### src/rtl/drbg_pkg.sv
// Shared definitions for the DRBG producer/consumer pair.
// Holds the producer FSM state encoding and the default block size and
// reseed interval, so producer and consumer agree on both.
package drbg_pkg;

    // Width of one generated block, in bits.
    localparam int DRBG_DATA_WIDTH_DEF      = 256;

    // Blocks that may be delivered before a reseed is mandatory.
    localparam int DRBG_RESEED_INTERVAL_DEF = 1024;

    // Producer FSM states.
    typedef enum logic [2:0] {
        ST_IDLE      = 3'd0,
        ST_START     = 3'd1,
        ST_WAIT_HASH = 3'd2,
        ST_READY     = 3'd3,
        ST_DELIVER   = 3'd4,
        ST_RESEED    = 3'd5
    } drbg_state_t;

    // Width of a counter that must hold every value 0..limit inclusive.
    function automatic int drbg_cnt_w(input int limit);
        return (limit < 1) ? 1 : $clog2(limit + 1);
    endfunction

endpackage

### src/rtl/drbg_block_reg.sv
// Purpose: one-deep holding slot for a hash digest awaiting delivery.
// Latency: load/clear take effect on the next clock edge.
// Backpressure: none; the owning FSM decides when to load and when to clear.
//
// Ports:
//   clk, reset_n   clock, asynchronous active-low reset
//   i_load, i_dat  capture i_dat into the slot and mark it valid
//   i_clear        discard the slot (data zeroed, valid dropped); wins over i_load
//   o_dat, o_vld   slot contents and its valid flag
module drbg_block_reg
    import drbg_pkg::*;
#(
    parameter int DATA_WIDTH = DRBG_DATA_WIDTH_DEF
) (
    input  logic                  clk,
    input  logic                  reset_n,
    input  logic                  i_load,
    input  logic [DATA_WIDTH-1:0] i_dat,
    input  logic                  i_clear,
    output logic [DATA_WIDTH-1:0] o_dat,
    output logic                  o_vld
);

    logic [DATA_WIDTH-1:0] r_dat;
    logic                  r_vld;

    // Clearing also zeroes the data so a consumed or discarded block never
    // lingers in the slot where it could be handed out a second time.
    always_ff @(posedge clk or negedge reset_n) begin
        if (!reset_n) begin
            r_dat <= '0;
            r_vld <= 1'b0;
        end else if (i_clear) begin
            r_dat <= '0;
            r_vld <= 1'b0;
        end else if (i_load) begin
            r_dat <= i_dat;
            r_vld <= 1'b1;
        end
    end

    assign o_dat = r_dat;
    assign o_vld = r_vld;

endmodule

### src/rtl/drbg_producer.sv
// Purpose: request-driven DRBG block producer wrapping an external hash core.
// Latency: data_valid 2 cycles after hash_done; with prefetch, 2 cycles after need_next in READY.
// Backpressure: one-deep request flag; busy low only when a ready block waits unrequested.
//
// Ports:
//   clk, reset_n              clock, asynchronous active-low reset
//   need_next                 single-cycle block request from the consumer
//   data_out, data_valid      delivered block (held until the next delivery) and its strobe
//   busy                      high unless a block is ready and no request is outstanding
//   hash_start                single-cycle pulse launching one hash computation
//   hash_digest, hash_done    hash core result and its strobe (ignored outside WAIT_HASH)
//   reseed_req, reseed_ack    reseed handshake: level request, pulse acknowledge
//   block_count               blocks delivered since the last reseed (saturating)
//
// Build option: define DRBG_PRODUCER_PREFETCH_EN to keep one block hashed
// ahead of demand; by default a hash is only started for a pending request.
module drbg_producer
    import drbg_pkg::*;
#(
    parameter int DATA_WIDTH      = DRBG_DATA_WIDTH_DEF,
    parameter int RESEED_INTERVAL = DRBG_RESEED_INTERVAL_DEF,
    localparam int CNT_W          = drbg_cnt_w(RESEED_INTERVAL)
) (
    input  logic                  clk,
    input  logic                  reset_n,
    input  logic                  need_next,
    output logic [DATA_WIDTH-1:0] data_out,
    output logic                  data_valid,
    output logic                  busy,
    output logic                  hash_start,
    input  logic [DATA_WIDTH-1:0] hash_digest,
    input  logic                  hash_done,
    output logic                  reseed_req,
    input  logic                  reseed_ack,
    output logic [CNT_W-1:0]      block_count
);

`ifdef DRBG_PRODUCER_PREFETCH_EN
    localparam bit PREFETCH_EN = 1'b1;
`else
    localparam bit PREFETCH_EN = 1'b0;
`endif

    drbg_state_t           r_state;
    drbg_state_t           w_next_state;
    logic                  r_pending;
    logic [CNT_W-1:0]      r_block_count;
    logic [DATA_WIDTH-1:0] r_data_out;

    logic                  w_at_limit;
    logic                  w_want_hash;
    logic                  w_slot_load;
    logic                  w_slot_clear;
    logic                  w_slot_vld;
    logic [DATA_WIDTH-1:0] w_slot_dat;
    logic                  w_hash_start;
    logic                  w_data_valid;
    logic                  w_reseed_req;
    logic                  w_busy;

    assign w_at_limit  = (r_block_count == CNT_W'(RESEED_INTERVAL));

    // Only the registered request flag is considered, so a request arriving
    // in READY is delivered two cycles later, never in the same cycle.
    assign w_want_hash = r_pending || (PREFETCH_EN && !w_slot_vld);

    // ------------------------------------------------------------------
    // Block slot: filled from the hash core, emptied on delivery or reseed.
    // hash_done is only honoured in WAIT_HASH, which also drops results of
    // computations abandoned by a reset (the FSM restarts in IDLE).
    // ------------------------------------------------------------------
    assign w_slot_load  = (r_state == ST_WAIT_HASH) && hash_done;
    assign w_slot_clear = (r_state == ST_DELIVER) ||
                          ((r_state == ST_RESEED) && reseed_ack);

    drbg_block_reg #(
        .DATA_WIDTH (DATA_WIDTH)
    ) u_block_reg (
        .clk     (clk),
        .reset_n (reset_n),
        .i_load  (w_slot_load),
        .i_dat   (hash_digest),
        .i_clear (w_slot_clear),
        .o_dat   (w_slot_dat),
        .o_vld   (w_slot_vld)
    );

    // ------------------------------------------------------------------
    // FSM: state register
    // ------------------------------------------------------------------
    always_ff @(posedge clk or negedge reset_n) begin
        if (!reset_n) begin
            r_state <= ST_IDLE;
        end else begin
            r_state <= w_next_state;
        end
    end

    // ------------------------------------------------------------------
    // FSM: next state and strobes
    // ------------------------------------------------------------------
    always_comb begin
        w_next_state = r_state;
        w_hash_start = 1'b0;
        w_data_valid = 1'b0;
        w_reseed_req = 1'b0;
        w_busy       = 1'b1;

        case (r_state)
            ST_IDLE: begin
                // An exhausted interval always reseeds first; a request
                // that arrived meanwhile stays pending and is served after.
                if (w_at_limit) begin
                    w_next_state = ST_RESEED;
                end else if (w_want_hash) begin
                    w_next_state = ST_START;
                end
            end
            ST_START: begin
                w_hash_start = 1'b1;
                w_next_state = ST_WAIT_HASH;
            end
            ST_WAIT_HASH: begin
                if (hash_done) begin
                    w_next_state = ST_READY;
                end
            end
            ST_READY: begin
                if (r_pending) begin
                    w_next_state = ST_DELIVER;
                end else begin
                    w_busy = 1'b0;
                end
            end
            ST_DELIVER: begin
                w_data_valid = 1'b1;
                w_next_state = ST_IDLE;
            end
            ST_RESEED: begin
                w_reseed_req = 1'b1;
                if (reseed_ack) begin
                    w_next_state = ST_IDLE;
                end
            end
            default: begin
                w_next_state = ST_IDLE;
            end
        endcase
    end

    // ------------------------------------------------------------------
    // One-deep request flag. Clearing in DELIVER wins, so a request landing
    // in the delivery cycle is treated as a duplicate of the one served.
    // ------------------------------------------------------------------
    always_ff @(posedge clk or negedge reset_n) begin
        if (!reset_n) begin
            r_pending <= 1'b0;
        end else if (r_state == ST_DELIVER) begin
            r_pending <= 1'b0;
        end else if (need_next) begin
            r_pending <= 1'b1;
        end
    end

    // ------------------------------------------------------------------
    // Delivered-block counter, saturating at the reseed interval.
    // ------------------------------------------------------------------
    always_ff @(posedge clk or negedge reset_n) begin
        if (!reset_n) begin
            r_block_count <= '0;
        end else if ((r_state == ST_RESEED) && reseed_ack) begin
            r_block_count <= '0;
        end else if ((r_state == ST_DELIVER) && !w_at_limit) begin
            r_block_count <= r_block_count + CNT_W'(1);
        end
    end

    // ------------------------------------------------------------------
    // Output block register. It is loaded on the edge entering DELIVER so
    // the new value is already on data_out in the data_valid cycle, and it
    // is otherwise untouched so the consumer can read it at leisure.
    // ------------------------------------------------------------------
    always_ff @(posedge clk or negedge reset_n) begin
        if (!reset_n) begin
            r_data_out <= '0;
        end else if ((r_state == ST_READY) && r_pending) begin
            r_data_out <= w_slot_dat;
        end
    end

    assign data_out    = r_data_out;
    assign data_valid  = w_data_valid;
    assign busy        = w_busy;
    assign hash_start  = w_hash_start;
    assign reseed_req  = w_reseed_req;
    assign block_count = r_block_count;

endmodule

### config.mk
export PLATFORM = sky130hd
export DESIGN_NAME = drbg_producer
export DESIGN_NICKNAME = d
export VERILOG_FILES = /design/src/rtl/drbg_pkg.sv /design/src/rtl/drbg_block_reg.sv /design/src/rtl/drbg_producer.sv
export SDC_FILE = /design/constraint.sdc
export NUM_CORES = 1
export LEC_CHECK = 0
export BUFFER_PORTS_ARGS = -buffer_cell sky130_fd_sc_hd__buf_2
export CAP_MARGIN = 5
export CORE_MARGIN = 4
export CORE_UTILIZATION = 35
export CTS_CLUSTER_SIZE = 10
export DETAILED_ROUTE_END_ITERATION = 8
export GPL_ROUTABILITY_DRIVEN = 0
export HOLD_SLACK_MARGIN = 0.06
export PLACE_DENSITY_LB_ADDON = 0.08
export SLEW_MARGIN = 15
export SYNTH_ARGS = -nofsm -noshare
export SYNTH_HDL_FRONTEND = slang
export SYNTH_HIERARCHICAL = 1
export SYNTH_SLANG_ARGS = --single-unit
### constraint.sdc
create_clock -name clk -period 1.92 [get_ports clk]
set_clock_uncertainty 0.05 [all_clocks]
set_input_delay 0.288 -clock clk [delete_from_list [all_inputs] [get_ports clk]]
set_output_delay 0.288 -clock clk [all_outputs]
set_load 0.01 [all_outputs]
==> results.cfg <==
[critical_path]
cp.arrival_ns = 2.48
critPathKind = flip-flop to flip-flop
timing.rr.start = r_state[2]$_DFFE_PN0P_
startpoint_type = flip-flop
r2r-end = u_block_reg/o_dat[183]$_DFFE_PN0P_
path_max_fanout = 7
required_ns = 2.35
rr_worst_depth = 8
ff2ff_setup_slack_ns = -0.13
cp-end-kind = flip-flop

[finish]
area_growth_pct = 45.6
mostFrequentLayoutCells = buf_2, dfrtp_1, dlygate4sd3_1
utilization_pct = 51.5
drive_gt1_share_pct = 42.7
final_common_cell = buf_2
fillers = 5219
multi_input_area_mm2 = 0.00703
nets = 2627
register_area_mm2 = 0.0132

[die]
rows = 89
fp.coreArea_mm2 = 0.0590
die_w_um = 252
die_area_mm2 = 0.0636
start_util_pct = 35.3
io_pins = 532
die_y_um = 252

[route]
wl_met1_um = 26400
drt_iter0_drc = 517
drc_errors = 0
vias = 14771
vias_per_cell = 4.67
ant_nets = 0
top_layer = met4
drtPass1Iterations = 4
routedWlPerCell_um = 20.1
wl_met2_um = 30900
met3_length_um = 4030
routed_wl_um = 63400

[run_status]
status = finished with violations
violations = negative setup slack

[sta]
fmax_mhz = 489
max-slew-margin-rel_pct = 66.1
holdWs_ns = 0.130
finalCritPeriodShare_pct = 107
setup-violations-final = 111
worst_pin_slew_ns = 0.508
grt_setup_unrepaired = yes
hold_viol = 0
setup_ws_ns = -0.127
maxSlewViolCount = 0
min_period_ns = 2.05

[place]
pre_cts_slack_ns = 0.0630
port_buffers = 531
place_hpwl_um = 42400

[logic_synthesis]
avgSynthCellArea_um2 = 14.3
synth_warnings = 6
syn_nets = 1727
netlist_area_mm2 = 0.0209
syn_inst = 1464

[global_routing]
grt_overflow = 0
antenna_found_initial = 5
grt_max_degree = 94
grt_pass1_vias = 15953
grtUsageTotal_pct = 18.5
grt_pass1_wl_um = 93200

[clock_network]
cts_sinks = 527
numCtsBuffers = 60
clk_latency_ns = 0.61
h-tree-depth = 2
cts_tree = yes
cts.path.max_buffers = 3
clk_pin_slew_ns = 0.06
clk_root_buffer_cell = clkbuf_16

[power_and_ir_drop]
powerDensity_mw_per_mm2 = 1590
power_w = 0.0483
total_leakage_power_nw = 14.8
peakVddDrop_v = 0.000806

[run]
drv_cap = 0

[hold_path]
min_path_type = input port to asynchronous set/reset pin
sequential cells by signal, summed over array words and instances, names as in the netlist:
register and cells:
data_out 256, u_block_reg/o_dat 256, block_count 11, r_state 3, r_pending 1
how the worst max path moves through the flow:
stage / from / to / depth (start not counted) / slack (ns)
floorplan: r_state[0]$_DFFE_PN0P_ / u_block_reg/o_dat[100]$_DFFE_PN0P_ / 7 / 0.13
global placement: r_state[0]$_DFFE_PN0P_ / data_out[224]$_DFFE_PN0P_ / 4 / 0.10
detailed placement: r_state[0]$_DFFE_PN0P_ / data_out[238]$_DFFE_PN0P_ / 4 / 0.06
CTS: r_state[2]$_DFFE_PN0P_ / busy / 5 / -0.13
global route: r_state[2]$_DFFE_PN0P_ / u_block_reg/o_dat[183]$_DFFE_PN0P_ / 8 / -0.20
finish: r_state[2]$_DFFE_PN0P_ / u_block_reg/o_dat[183]$_DFFE_PN0P_ / 8 / -0.13
stage by stage:
stage / setup TNS (ns) / area [um2] / std cells
finish: -3.77 / 30400 / 3160
global route: -29.67 / 30400 / 3157
CTS: -0.759 / 29300 / 3103
detailed placement: 0 / 25000 / 2756
global placement: 0 / 25000 / 2756
floorplan: 0 / 20900 / 1464
metal layers:
layer  global-route usage [%]  up-vias
li1                         -     6795
met1                     23.5     7482
met2                     30.6      380
met3                     5.18      114
met4                     6.64        0
met5                        0        -
final cells by class:
class / instances / share of cell area [%]
sequential: 527 / 43.4
timing repair buffer: 930 / 24.6
multi-input combinational: 839 / 23.1
clock buffer: 76 / 5.35
tap: 773 / 3.18
clock inverter: 3 / 0.169
inverter: 6 / 0.0824
antenna: 6 / 0.0494
worst max-delay path, cell delays in order (launching register included):
cell	delay [ns]
dfrtp_1	0.39
buf_6	0.12
buf_6	0.11
nor4bb_4	0.33
buf_6	0.22
buf_16	0.18
clkbuf_16	0.18
mux2i_1	0.25
nor2_1	0.07
where the power goes:
group          switching, W  internal, W  leakage [nW]
logic               0.00919       0.0102          7.27
clock network       0.00426      0.00593         0.818
registers           0.00262       0.0161          6.67
timing repair:
action / in CTS / in global routing
resized for setup: 12 / 47
cloned: 0 / 28
hold buffers: 260 / 0
endpoints found under the hold margin: 646 / 0
setup buffers: 9 / 23
endpoints found under the setup margin: 4 / 388
pin swaps: 3 / 20
Power figures use the tool's default switching activity.
